File: src/rtl/ibex_pkg.sv
// Shared types for the bloom-filter coprocessor: operation encoding,
// FSM states and the hash rotate amount.
package ibex_pkg;

  typedef enum logic [4:0] {
    BLOOM_INSERT = 5'd0,
    BLOOM_CHECK  = 5'd1,
    BLOOM_CLEAR  = 5'd2,
    BLOOM_COUNT  = 5'd3
  } bloom_op_e;

  typedef enum logic [1:0] {
    BLOOM_IDLE,
    BLOOM_HASH,
    BLOOM_CLR,
    BLOOM_DONE
  } bloom_state_e;

  localparam int unsigned BLOOM_ROT = 13;

endpackage

File: src/rtl/ibex_bloom_hash.sv
// Combinational double-hash generator: h1 = fold(k), h2 = fold(rotl(k,13)) | 1.
// h2 is forced odd so the probe sequence walks distinct indices.
module ibex_bloom_hash
  import ibex_pkg::*;
#(
  parameter int unsigned IdxW = 8
) (
  input  logic [31:0]     k,
  output logic [IdxW-1:0] h1,
  output logic [IdxW-1:0] h2
);

  localparam int unsigned NumSlices = (32 + IdxW - 1) / IdxW;

  // The top slice is zero-extended naturally by the right shift.
  function automatic logic [IdxW-1:0] fold(input logic [31:0] x);
    logic [IdxW-1:0] acc;
    acc = '0;
    for (int i = 0; i < NumSlices; i++) begin
      acc = acc ^ IdxW'(x >> (i * IdxW));
    end
    return acc;
  endfunction

  logic [31:0] k_rot;

  assign k_rot = (k << BLOOM_ROT) | (k >> (32 - BLOOM_ROT));
  assign h1    = fold(k);
  assign h2    = fold(k_rot) | IdxW'(1);

endmodule

File: src/rtl/ibex_bloom_unit.sv
// Multi-cycle bloom-filter coprocessor for the EX stage: INSERT / CHECK /
// CLEAR / COUNT against a local bit array with a saturating insert counter.
//
// state | meaning
// IDLE  | waiting for en_i; latches op and operands, forms hashes
// HASH  | one probe per cycle (INSERT sets, CHECK tests)
// CLR   | zeroes one 32-bit array word per cycle
// DONE  | valid_o pulse with registered result
module ibex_bloom_unit
  import ibex_pkg::*;
#(
  parameter int unsigned IdxW    = 8,
  parameter int unsigned NumHash = 3,
  parameter int unsigned CntW    = 16
) (
  input  logic        clk_i,
  input  logic        rst_i,
  input  logic        en_i,
  input  logic [4:0]  op_i,
  input  logic [31:0] key_i,
  input  logic [31:0] salt_i,
  output logic        valid_o,
  output logic [31:0] result_o,
  output logic        busy_o
);

  localparam int unsigned ArrBits  = 1 << IdxW;
  localparam int unsigned NumWords = (IdxW > 5) ? (1 << (IdxW - 5)) : 1;
  localparam int unsigned PtrW     = (IdxW > 5) ? (IdxW - 5) : 1;

  bloom_state_e    state_q, state_d;
  bloom_op_e       op_q;
  logic [IdxW-1:0] idx_q, h2_q;
  logic [IdxW-1:0] h1, h2;
  logic [2:0]      j_q;
  logic [PtrW-1:0] wptr_q;
  logic [IdxW-1:0] wbase;
  logic [ArrBits-1:0] bit_array_q;
  logic [CntW-1:0] cnt_q;
  logic [31:0]     result_q, result_d;

  logic accept, step, set_bit, clr_word, cnt_inc, cnt_clr;
  logic last_probe, last_word;

  ibex_bloom_hash #(.IdxW(IdxW)) u_hash (
    .k  (key_i ^ salt_i),
    .h1 (h1),
    .h2 (h2)
  );

  assign last_probe = (j_q == 3'(NumHash - 1));
  assign last_word  = (wptr_q == PtrW'(NumWords - 1));
  assign wbase      = IdxW'({wptr_q, 5'b0});

  always_comb begin
    state_d  = state_q;
    result_d = result_q;
    accept   = 1'b0;
    step     = 1'b0;
    set_bit  = 1'b0;
    clr_word = 1'b0;
    cnt_inc  = 1'b0;
    cnt_clr  = 1'b0;
    case (state_q)
      BLOOM_IDLE: begin
        if (en_i) begin
          accept   = 1'b1;
          result_d = (op_i == BLOOM_COUNT) ? 32'(cnt_q) : 32'd0;
          case (op_i)
            BLOOM_INSERT, BLOOM_CHECK: state_d = BLOOM_HASH;
            BLOOM_CLEAR:               state_d = BLOOM_CLR;
            default:                   state_d = BLOOM_DONE;
          endcase
        end
      end
      BLOOM_HASH: begin
        if (op_q == BLOOM_INSERT) begin
          set_bit = 1'b1;
          step    = 1'b1;
          if (last_probe) begin
            cnt_inc  = 1'b1;
            result_d = 32'd0;
            state_d  = BLOOM_DONE;
          end
        end else if (!bit_array_q[idx_q]) begin
          // CHECK exits on the first clear bit.
          result_d = 32'd0;
          state_d  = BLOOM_DONE;
        end else if (last_probe) begin
          result_d = 32'd1;
          state_d  = BLOOM_DONE;
        end else begin
          step = 1'b1;
        end
      end
      BLOOM_CLR: begin
        clr_word = 1'b1;
        if (last_word) begin
          cnt_clr  = 1'b1;
          result_d = 32'd0;
          state_d  = BLOOM_DONE;
        end
      end
      BLOOM_DONE: state_d = BLOOM_IDLE;
      default:    state_d = BLOOM_IDLE;
    endcase
  end

  always_ff @(posedge clk_i) begin
    if (rst_i) begin
      state_q     <= BLOOM_IDLE;
      op_q        <= BLOOM_INSERT;
      idx_q       <= '0;
      h2_q        <= '0;
      j_q         <= '0;
      wptr_q      <= '0;
      bit_array_q <= '0;
      cnt_q       <= '0;
      result_q    <= '0;
    end else begin
      state_q  <= state_d;
      result_q <= result_d;
      if (accept) begin
        op_q   <= bloom_op_e'(op_i);
        idx_q  <= h1;
        h2_q   <= h2;
        j_q    <= '0;
        wptr_q <= '0;
      end
      if (step) begin
        idx_q <= idx_q + h2_q;
        j_q   <= j_q + 3'd1;
      end
      if (set_bit) bit_array_q[idx_q] <= 1'b1;
      if (clr_word) begin
        bit_array_q[wbase +: 32] <= '0;
        wptr_q                   <= wptr_q + PtrW'(1);
      end
      if (cnt_clr) begin
        cnt_q <= '0;
      end else if (cnt_inc && (cnt_q != '1)) begin
        cnt_q <= cnt_q + CntW'(1);
      end
    end
  end

  assign valid_o  = (state_q == BLOOM_DONE);
  assign busy_o   = (state_q != BLOOM_IDLE);
  assign result_o = result_q;

endmodule
File: config.mk
export PLATFORM = sky130hd
export DESIGN_NAME = ibex_bloom_unit
export DESIGN_NICKNAME = d
export VERILOG_FILES = /design/src/rtl/ibex_pkg.sv /design/src/rtl/ibex_bloom_hash.sv /design/src/rtl/ibex_bloom_unit.sv
export SDC_FILE = /design/constraint.sdc
export NUM_CORES = 1
export LEC_CHECK = 0
export CAP_MARGIN = 0
export CORE_ASPECT_RATIO = 0.8
export CORE_MARGIN = 2
export CORE_UTILIZATION = 58
export DETAILED_ROUTE_END_ITERATION = 12
export GPL_TIMING_DRIVEN = 0
export PLACE_DENSITY = 0.88
export SETUP_SLACK_MARGIN = 0.4
export SYNTH_ARGS = -nofsm -noshare
export SYNTH_HDL_FRONTEND = slang
export SYNTH_SLANG_ARGS = --single-unit
File: constraint.sdc
create_clock -name clk_i -period 3.7 [get_ports clk_i]
set_input_delay 0.74 -clock clk_i [delete_from_list [all_inputs] [get_ports clk_i]]
set_output_delay 0.74 -clock clk_i [all_outputs]
set_load 0.02 [all_outputs]
==> results of run 1 <==
cells in the mapped netlist (3+ instances only):
library cell  number  share of area (%)
a211oi_1           6               0.33
a21o_1            12               0.66
a21oi_1          284                 10
a221oi_1           7               0.45
a22o_1             4               0.25
a22oi_1           15               0.82
a31oi_1           20               0.91
buf_1              5               0.14
buf_2              7               0.25
buf_4             22                1.2
buf_6              5               0.41
clkbuf_1          79                2.2
dfxtp_1          317                 46
ha_1              22                2.0
inv_1             14               0.38
mux2_2             8               0.66
mux2i_1           34                2.5
mux4_2            48                7.9
nand2_1           45                1.2
nand2b_1          10               0.46
nand3_1           39                1.4
nand3b_1           3               0.16
nand4_1            3               0.14
nor2_1           324                8.8
nor2b_1           10               0.46
nor3_1            31                1.1
nor3b_1            4               0.22
nor4_1             7               0.32
o21ai_0           13               0.47
o221ai_1           3               0.19
or3_1              5               0.23
xnor2_1           57                3.6
xor2_1            18                1.1
flip-flops by register name, indices dropped and copies added, names as in the netlist:
name / flops
wptr_q: 3
idx_q: 8
bit_array_q: 256
h2_q: 8
state_q: 2
result_o: 16
cnt_q: 16
op_q: 5
j_q: 3
how the worst max path moves through the flow:
stage              from               end  slack, ns  depth (start not counted)
3_3_place_gp   idx_q[3]  bit_array_q[140]      -0.38                          7
3_5_place_dp   idx_q[5]       result_o[7]      -0.34                         11
6_report        op_q[0]   bit_array_q[35]       0.17                          7
5_1_grt         op_q[0]   bit_array_q[35]       0.18                          7
2_1_floorplan  idx_q[1]          idx_q[7]       0.74                         11
4_1_cts        idx_q[1]          idx_q[2]       0.11                         15
through the flow:
stage | setup WS [ns] | area [sq um] | TNS [ns]
finish | 0.1674 | 16780 | 0
global route | 0.1785 | 16780 | 0
CTS | 0.1101 | 16310 | 0
detailed placement | -0.3405 | 15110 | -5.500
global placement | -0.3813 | 15080 | -7.642
floorplan | 0.7413 | 13800 | 0
worst max-delay path: cells and delay by family (launching register included):
| kind | cells | cell delay (ns) |
|---|---|---|
| AOI/OAI and AO/OA | 1 | 0.19 |
| buffers and inverters | 1 | 0.73 |
| DFF | 1 | 0.30 |
| and+or+nand+nor | 5 | 2.24 |
kinds of logic after synthesis:
kind of cell / Yosys count / synth area share [%]
AND/OR/NAND/NOR: 497 / 15.50
AO/OA/AOI/OAI: 384 / 15.64
flip-flops: 317 / 46.16
buffers and inverters: 134 / 4.596
multiplexers: 92 / 11.16
XOR/XNOR: 75 / 4.778
adder cells (fa/ha/maj): 23 / 2.148
other: 1 / 0.02728
cell type report:
type	count	share of cell area, %
inverters	16	0.4027
repair buffers	106	6.160
well taps	312	2.327
clock buffers	41	5.265
multi-input cells	1087	42.27
flip-flops and latches	317	37.87
plain buffers	117	4.444
clock inverters	15	1.253
layer usage:
layer	GRT usage (%)	share of wire, %
met1	47.73	38
met2	51.60	43
met3	7.074	13
met4	16.01	5.7
met5	0	0
power by group through the flow:
stage,clock [mW],combinational (mW),sequential [mW]
after floorplan,0,2.18,3.67
after global placement,0,3.09,3.71
after detailed placement,0,3.17,3.72
after CTS,3.37,3.30,3.65
after global routing,3.53,4.02,3.68
final,3.42,3.90,3.68
placed cells by master, fill, tap and decap left out, types with 22 or more instances in the layout:
cell type / count
a21oi_1: 283
buf_4: 36
clkbuf_1: 60
clkbuf_16: 32
clkdlybuf4s50_1: 88
dfxtp_1: 314
ha_1: 22
mux2i_1: 34
mux4_2: 48
nand2_1: 42
nand3_1: 39
nor2_1: 321
xnor2_1: 57
timing repair:
action | CTS | global route
pin swaps | 1 | 8
gates resized for setup | 31 | 116
buffers inserted | 1 | 13
endpoints found under the hold margin | 0 | 0
gates cloned | 0 | 1
setup endpoints to repair | 159 | 168
==> metrics.md, run 1 <==
| Metric | Value |
|---|---|
| Final core utilization | `just over 70%` |
| Seq. cell area | `approximately 6400 sq um` |
| Min Clock Period, post-route | `approximately 3.5 ns` |
| Number of top-level pins | `between 100 and 150` |
| Port bufs | `slightly below 90` |
| Pwr dens | `roughly 660 nW/um^2` |
| Clock insertion delay at the later pin of the skew report | `around 0.58 ns` |
| Layout Nets | `approximately 1800` |
| CP Capture Type | `flip-flop` |
| Sequential Power Share | `33.5%` |
| First-pass GRT wire length | `between 60000 and 70000 microns` |
| Most common cell on crit path | `nor2_1` |
| Vias in the first global route | `around 12000` |
| Gpl congestion | `0.9830` |
| Unrepaired setup endpoints after global routing | `true` |
| Mapped Cells | `approximately 1500` |
| Non-filler cells, final | `roughly 2000` |
| Die H | `141.7 microns` |
| Worst R2R Setup Slack | `about 0.17 ns` |
| Total number of H-tree levels | `1` |
| Hold Crit Start | `op_q[3]` |
| Post-route ant nets | `0` |
| Die area | `24960 sq um` |
| Routed WL | `about 46000 microns` |
| Hold EP | `op_q[3]` |
| Largest net degree at the start of global routing | `16` |
| Peak supply drop | `between 0.5 and 0.6 mV` |
| Total grt overflow | `0` |
| Mean post-synth cell area | `about 9.0 sq um` |
| Fillers | `1539` |
| WP data arrival | `~4.0 ns` |
| GRT Total Usage | `34.33%` |
| Num CTS Buffers | `30` |
| Vias | `between 10000 and 15000` |
| Top_reg_cell synth | `dfxtp_1` |
| Worst-Margin Slew | `between 1 and 1.5 ns` |
| Area delta synth->final | `22.04%` |
| Via density | `about 6.5` |
| Register bit total from synthesis | `around 320` |
| Register area share after synthesis | `a little under half` |
| RR Startpoint | `op_q[0]` |
| Hpwl dp | `between 20000 and 30000 microns` |
| P_int | `between 6 and 7 mW` |
| Hold WC Path Type | `reg -> reg` |
| # setup viols final | `0` |
| Post-synth EDFFs | `0` |
| Crit share post-route | `roughly 95%` |
| DR pass1 iterations | `8` |
| Final Hold Fails | `0` |
| Req. time, crit path | `roughly 4.2 ns` |
| Total power | `between 10 and 15 mW` |
| Clock Tree Root | `clkbuf_16` |
| CP max stage delay | `0.90 ns` |
| Multi-input gate area | `a little over 7000 sq um` |
| Initial Utilization | `58.92%` |
| Post-Synthesis Cell Area | `13750 sq um` |
| WS Path Type | `reg -> reg` |
| Worst hold slack | `0.4556 ns` |
| Max frequency | `between 200 and 300 MHz` |
| Cell variety after synth | `64` |
| Worst rel slew slack | `between 10% and 20%` |
| Core Rows | `50` |
| Clock transition at path regs | `about 0.07 ns` |
| Clk pwr share | `a little under a third` |
| Cells after DPL | `between 1500 and 2000` |
| WL/cell | `between 20 and 25 microns` |
| Status | `completed` |
| Worst reg2reg path endpoint | `bit_array_q[35]` |
| CTS tree | `built` |
| DIE WIDTH | `between 150 and 200 microns` |
| Max cap viols | `0` |
| # DRC | `0` |
| Slew Viols, Final | `0` |
| Leakage | `about 6.2 nW` |
| Startpoint types | `flip-flop` |
| Slowest-stage cell, CP | `nor4_2` |
| Gate power share | `between 30 and 40%` |
| Hold-critical path depth | `2` |
| Net switching power | `a little over 4 mW` |
| Ys Warns | `0` |
| Fraction of layout cells with a size suffix above 1 | `approximately 14%` |
| Switch share | `a little under two fifths` |
| Asr flop ratio synth | `0%` |
| Clk buf depth | `3` |
| Clock Sinks | `317` |
| Cells on worst reg2reg path | `7` |
| CP Max Fanout | `10` |
| Initial DRC Count | `about 2100` |
| Clk_skew | `between 0.02 and 0.03 ns` |
| Critical Path, Cell by Cell | `or4_1, nor2_1, nand2_1, nor4_2, clkbuf_1, a21oi_1, nor2_1` |
| Initial antenna violation count | `0` |
| Core area | `between 20000 and 25000 sq um` |
| Number of antenna diodes | `0` |
| CTS Hold Buffers Added | `0` |
(Power assumes the default switching activity.)
==> run 2: changes to the inputs <==
- CORE_UTILIZATION: 58 -> 63
- PLACE_DENSITY: 0.88 -> 0.94
- clock period: 3.7 -> 4.5 ns (I/O delays scaled with it)
==> metrics.md, run 2 (synthesis gave the netlist of run 1 again) <==
| Metric | Value |
|---|---|
| Multi-input gate area | `6870 sq um (-3.1%)` |
| Total grt overflow | `0 (unchanged)` |
| CTS tree | `built` |
| Max cap viols | `1 (+1)` |
| Fraction of layout cells with a size suffix above 1 | `9.113% (-4.6 points)` |
| Slew Viols, Final | `8 (+8)` |
| Clock transition at path regs | `0.06 ns (about the same)` |
| Initial antenna violation count | `0 (unchanged)` |
| Total number of H-tree levels | `1 (unchanged)` |
| WP data arrival | `4.54 ns (+0.50 ns)` |
| Initial Utilization | `63.94% (+5.0 points)` |
| Number of flip-flops under the largest register name | `256 (unchanged)` |
| Post-route ant nets | `0 (unchanged)` |
| WS Path Type | `reg -> reg` |
| Req. time, crit path | `4.98 ns (+0.77 ns)` |
| Startpoint types | `flip-flop` |
| Sum Neg Setup Slack | `0 ns (unchanged)` |
| Clk buf depth | `3 (unchanged)` |
| Peak supply drop | `0.3518 mV (-31%)` |
| Clock insertion delay at the later pin of the skew report | `0.56 ns (-0.02 ns)` |
| Min Clock Period, post-route | `4.060 ns (+0.5271 ns)` |
| Worst-Margin Slew | `1.542 ns (+0.3288 ns)` |
| Clk_skew | `0.01385 ns (-0.01229 ns)` |
| GRT Total Usage | `38.08% (+3.7 points)` |
| Initial DRC Count | `1755 (-18%)` |
| CP Max Fanout | `10 (unchanged)` |
| Core area | `21500 sq um (-7.9%)` |
| CP Capture Type | `flip-flop` |
| Most common cell after layout, fill and taps aside | `nor2_1` |
| Fillers | `1377 (-11%)` |
| Crit share post-route | `90.22% (-5.3 points)` |
| Final Hold Fails | `0 (unchanged)` |
| Layout Nets | `1753 (-0.96%)` |
| Max frequency | `246.3 MHz (-13%)` |
| Worst rel slew slack | `-3.595% (-22 points)` |
| DR WL met2 | `19430 microns (-1.9%)` |
| DIE WIDTH | `169.2 microns (-4.0%)` |
| Final WS setup | `0.4403 ns (+0.2729 ns)` |
| Die area | `23030 sq um (-7.7%)` |
| CTS Hold Buffers Added | `0 (unchanged)` |
| Die H | `136.1 microns (-3.9%)` |
| Failing checks | `capacitance limit, slew limit` |
| Routed WL | `44700 microns (-2.0%)` |
| Gpl congestion | `1.024 (+4.2%)` |
| Status | `finished with violations` |
| Vias | `13040 (+0.33%)` |
| Clock Tree Root | `clkbuf_16` |
| Leakage | `5.858 nW (-5.3%)` |
| Hpwl dp | `29940 microns (+2.0%)` |
| Number of top-level pins | `106 (unchanged)` |
| Place WS | `0.5797 ns (+0.9203 ns)` |
| WL/cell | `22.88 microns (+0.84%)` |
| Area delta synth->final | `17.00%` |
| Largest net degree at the start of global routing | `15 (-1)` |
| Worst hold slack | `0.4660 ns (+0.01036 ns)` |
| Unrepaired setup endpoints after global routing | `false` |
| Num CTS Buffers | `29 (-3.3%)` |
| Seq. cell area | `6346 sq um (-0.14%)` |
| Core Rows | `48 (-4.0%)` |
| Hold WC Path Type | `reg -> reg` |
| Most frequent cells in the layout | `nor2_1, dfxtp_1, a21oi_1, clkdlybuf4s50_1, clkbuf_1` |
| DR pass1 iterations | `7 (-1)` |
| Metal3 WL | `6090 microns (-0.21%)` |
| # setup viols final | `0 (unchanged)` |
| M1 WL | `16570 microns (-3.2%)` |
| First-pass GRT wire length | `67890 microns (+1.8%)` |
| Total power | `8.430 mW (-23%)` |
| Pwr dens | `524.1 nW/um^2 (-20%)` |
| Final core utilization | `74.81% (+2.9 points)` |
| Port bufs | `88 (unchanged)` |
| Biggest register | `bit_array_q` |
| # DRC | `0 (unchanged)` |
| Vias in the first global route | `12660 (+5.9%)` |
| Clock Sinks | `317 (unchanged)` |
| Number of antenna diodes | `0 (unchanged)` |
| Via density | `6.672 (+3.3%)` |
| Top layer in use | `met4` |
==> run 2: where the power goes <==
group / internal, mW / switching (mW) / leakage (nW)
Sequential: 2.90 / 0.112 / 2.56
Combinational: 0.881 / 1.94 / 2.81
Clock: 1.52 / 1.08 / 0.495
Total: 5.30 / 3.13 / 5.86
==> run 2: final cells by class <==
type | instances | share of cell area [%]
plain buffers | 118 | 3.586
flip-flops and latches | 317 | 39.45
repair buffers | 89 | 5.523
multi-input cells | 1087 | 42.71
well taps | 275 | 2.139
clock inverters | 7 | 0.7078
clock buffers | 45 | 5.507
inverters | 16 | 0.3734
==> run 2: repair_timing <==
action	CTS	global route
setup endpoints to repair	0	17
resized for setup	0	9
setup buffers	0	0
==> run 2: worst paths after layout <==
kind              startpoint              end  slack (ns)  cells past startpoint
min          bit_array_q[71]  bit_array_q[71]        0.47                      2
max                  op_q[0]  bit_array_q[11]        0.44                      8
min reg2reg  bit_array_q[71]  bit_array_q[71]        0.47                      2
max reg2reg          op_q[0]  bit_array_q[11]        0.44                      8
==> run 2: worst max-delay path: stages, from the launching register on <==
cell and delay [ns]:
dfxtp_1 0.31, or4_1 0.54, nor2_1 0.37, nand2_1 0.34, clkbuf_1 0.32, nor3_1 0.83, clkbuf_1 0.87, a21oi_1 0.21
nor2_1 0.18
==> run 2: metrics by stage <==
step	area, sq um	cells
floorplan	13800	1538
global placement	15030	1901
detailed placement	15060	1902
CTS	16060	1954
global route	16090	1954
finish	16090	1954
==> run 2: layer usage <==
layer | up-vias | global-route usage [%]
met5 | - | 0
met4 | 0 | 20.23
met3 | 257 | 11.47
met2 | 1093 | 58.25
met1 | 6139 | 48.93
li1 | 5549 | -
==> run 3: changes to the inputs <==
- SYNTH_HIERARCHICAL: default -> 1
==> metrics.md, run 3 <==
| Metric | Value |
|---|---|
| Status | `completed` |
| Cell variety after synth | `73 (+14%)` |
| Critical Path, Cell by Cell | `or4_1, nor2_1, nand2_1, clkbuf_1, nor3_1, clkbuf_1, a21oi_1, nor2_1` |
| Die area | `23720 sq um (+3.0%)` |
| Top_reg_cell synth | `dfxtp_1` |
| Placed Area | `15500 sq um (+3.0%)` |
| Core area | `22260 sq um (+3.5%)` |
| CTS tree | `built` |
| Cells on worst reg2reg path | `8 (unchanged)` |
| Clk_skew | `0.01010 ns (-0.003751 ns)` |
| Net switching power | `2.854 mW (-8.9%)` |
| Hpwl dp | `29850 microns (-0.32%)` |
| Min Clock Period, post-route | `4.093 ns (+0.03369 ns)` |
| Fillers | `1337 (-2.9%)` |
| Largest net degree at the start of global routing | `15 (unchanged)` |
| Leakage | `5.968 nW (+1.9%)` |
| Fraction of layout cells with a size suffix above 1 | `9.890% (+0.78 points)` |
| Worst-Margin Slew | `1.437 ns (-0.1055 ns)` |
| Vias | `13650 (+4.7%)` |
| Register area share after synthesis | `44.79% (-1.4 points)` |
| Port bufs | `88 (unchanged)` |
| Register bit total from synthesis | `317 (unchanged)` |
| Num CTS Buffers | `30 (+3.4%)` |
| Ys Warns | `6 (+6)` |
| Unrepaired setup endpoints after global routing | `false` |
| Max cap viols | `0 (-1)` |
| Total number of H-tree levels | `1 (unchanged)` |
| RR Startpoint | `op_q[0]` |
| Number of flip-flops under the largest register name | `256 (unchanged)` |
| Seq. cell area | `6346 sq um (unchanged)` |
| Sum Neg Setup Slack | `0 ns (unchanged)` |
| Final design instance area without fill | `16540 sq um (+2.8%)` |
| Mapped Cells | `1569 (+3.0%)` |
| Hold WC Path Type | `reg -> reg` |
| DR pass1 iterations | `8 (+1)` |
| Gate power share | `29.9% (-3.6 points)` |
| Req. time, crit path | `4.97 ns (about the same)` |
| GRT Total Usage | `38.24% (+0.17 points)` |
| Clk pwr share | `33.2% (+2.4 points)` |
| Core Rows | `49 (+2.1%)` |
| Number of top-level pins | `106 (unchanged)` |
| Largest cells by area after synthesis | `dfxtp_1, a21oi_1, nor2_1` |
| Gpl congestion | `1.011 (-1.3%)` |
| Startpoint types | `flip-flop` |
| Cell family with most CP delay | `simple AND/OR/NAND/NOR gates` |
| Via density | `6.706 (+0.50%)` |
| WL/cell | `22.70 microns (-0.75%)` |
| Most common cell after layout, fill and taps aside | `dfxtp_1` |
| Slew Viols, Final | `0 (-8)` |
| First-pass GRT wire length | `70660 microns (+4.1%)` |
| CP Capture Type | `flip-flop` |
| Mean post-synth cell area | `9.031 sq um (about the same)` |
| Most frequent cells in the layout | `dfxtp_1, nor2_1, a21oi_1, clkdlybuf4s50_1, clkbuf_1` |
| Post-route ant nets | `0 (unchanged)` |
| Pwr dens | `488.9 nW/um^2 (-6.7%)` |
| Clock Sinks | `317 (unchanged)` |
| Biggest area consumer among synthesized cells | `dfxtp_1` |
| Switch share | `35.30% (-1.9 points)` |
| Routed WL | `46200 microns (+3.4%)` |
| Top-area cell type share of the netlist area | `44.79% (-1.4 points)` |
| Area delta synth->final | `16.72%` |
| Crit. Startpoint | `op_q[0]` |
| Die H | `138.1 microns (+1.5%)` |
| # DRC | `0 (unchanged)` |
| Worst reg2reg path endpoint | `bit_array_q[105]` |
| Peak supply drop | `0.4670 mV (+33%)` |
| Top-count cell post-synth | `dfxtp_1` |
| Postcts setup bufs | `0 (unchanged)` |
| Post-synth EDFFs | `0 (unchanged)` |
| Crit share post-route | `90.96% (+0.75 points)` |
| P_int | `5.232 mW (-1.2%)` |
| WP data arrival | `4.57 ns (+0.03 ns)` |
| CP max stage delay | `1.13 ns (+0.26 ns)` |
| Clk buf depth | `3 (unchanged)` |
| DIE WIDTH | `171.7 microns (+1.5%)` |
| CP Depth | `8 (unchanged)` |
| Final Hold Fails | `0 (unchanged)` |
| Initial antenna violation count | `1 (+1)` |
| Post-Synthesis Cell Area | `14170 sq um (+3.1%)` |
| Synth top cells by count | `dfxtp_1, nor2_1, a21oi_1` |
| Max frequency | `244.3 MHz (-0.82%)` |
| Worst Path Buf+Inv | `2 (unchanged)` |
| Multi-input gate area | `7141 sq um (+3.9%)` |
| Initial Utilization | `63.67% (-0.27 points)` |
| # setup viols final | `0 (unchanged)` |
| CP Max Fanout | `10 (unchanged)` |
| Sequential Power Share | `36.9% (+1.2 points)` |
| Layout Nets | `1797 (+2.5%)` |
| Initial DRC Count | `2577 (+47%)` |
| Vias in the first global route | `13170 (+4.0%)` |
| Clock transition at path regs | `0.07 ns (about the same)` |
| Total grt overflow | `0 (unchanged)` |
| Worst rel slew slack | `3.492% (+7.1 points)` |
| Hold Crit Start | `result_o[4]` |
| WS Path Type | `reg -> reg` |
| Critical Path Sink | `bit_array_q[105]` |
| Clock Tree Root | `clkbuf_16` |
| Biggest register | `bit_array_q` |
| Slowest-stage cell, CP | `nor3_1` |
| Clock insertion delay at the later pin of the skew report | `0.57 ns (about the same)` |
| Number of antenna diodes | `0 (unchanged)` |
| Worst R2R Setup Slack | `0.41 ns (-0.03 ns)` |
| Asr flop ratio synth | `0% (unchanged)` |
run 3: changes by cell type after synthesis, sizes merged, moves of 7 or more:
cell	change
nor2	-19
nand2	+32
xnor2	-27
a21o	-7
xor2	+32
buf	+9
mux2i	+7
o211ai	+14
a21oi	+8
run 3: worst register-to-register path, cell delays in order (launching register included):
cell	delay [ns]
dfxtp_1	0.31
or4_1	0.58
nor2_1	0.23
nand2_1	0.22
clkbuf_1	0.33
nor3_1	1.14
clkbuf_1	0.75
a21oi_1	0.17
nor2_1	0.26
run 3: power by group through the flow:
| stage | clock network (mW) | registers, mW | logic [mW] |
|---|---|---|---|
| 6_report | 2.68 | 2.98 | 2.42 |
| 5_1_grt | 2.76 | 2.98 | 2.51 |
| 4_1_cts | 2.65 | 2.97 | 2.28 |
| 3_5_place_dp | 0 | 3.03 | 2.23 |
| 3_3_place_gp | 0 | 3.03 | 2.16 |
| 2_1_floorplan | 0 | 3.00 | 1.58 |
run 3: layout make-up:
cell class / count / share of cell area (%)
Buffer: 127 / 4.108
Clock buffer: 42 / 5.182
Clock inverter: 14 / 1.029
Inverter: 20 / 0.4539
Multi-Input combinational cell: 1120 / 43.17
Sequential cell: 317 / 38.37
Tap cell: 306 / 2.315
Timing Repair Buffer: 89 / 5.371
run 3: kinds of logic (layout without fill, tap and decap cells):
kind of cell	after synthesis	count (layout)	share of synthesized area, %
xor+xnor	80	80	4.945
other cells	2	17	0.05300
buf+inv	147	292	5.324
compound gates	399	399	16.72
fa+ha+maj	20	20	1.819
mux	93	93	10.76
simple gates	511	511	15.59
flops	317	317	44.79
run 3: through the flow:
stage	total power, mW	hold slack [ns]	setup WS, ns	instances	utilization (%)
6_report	8.087	0.4662	0.4066	2035	74.32
5_1_grt	8.259	0.4819	0.4417	2035	74.32
4_1_cts	7.904	0.4683	0.5214	2035	74.28
3_5_place_dp	5.264	0.4495	0.6132	1979	69.66
3_3_place_gp	5.186	0.4388	0.5385	1978	69.60
2_1_floorplan	4.582	0.4284	1.572	1584	-
run 3: how the worst min path moves through the flow:
stage,slack [ns],endpoint,cells after the start
3_5_place_dp,0.45,bit_array_q[2],2
6_report,0.47,result_o[4],2
2_1_floorplan,0.43,bit_array_q[2],2
3_3_place_gp,0.44,op_q[0],2
5_1_grt,0.48,result_o[11],2
4_1_cts,0.47,h2_q[5],2
run 3: repair_timing:
action                                  CTS  global route
endpoints found under the setup margin    0            14
hold endpoints to repair                  0             0
gates resized for setup                   0             1
hold buffers                              0             0
run 3: metal layers:
layer / global-route usage [%] / vias to the layer above / share of wire, %
met3: 12.83 / 373 / 15
met5: 0.4141 / - / 0
li1: - / 5696 / -
met2: 57.13 / 1270 / 42
met1: 48.94 / 6308 / 35
met4: 20.70 / 0 / 7.2
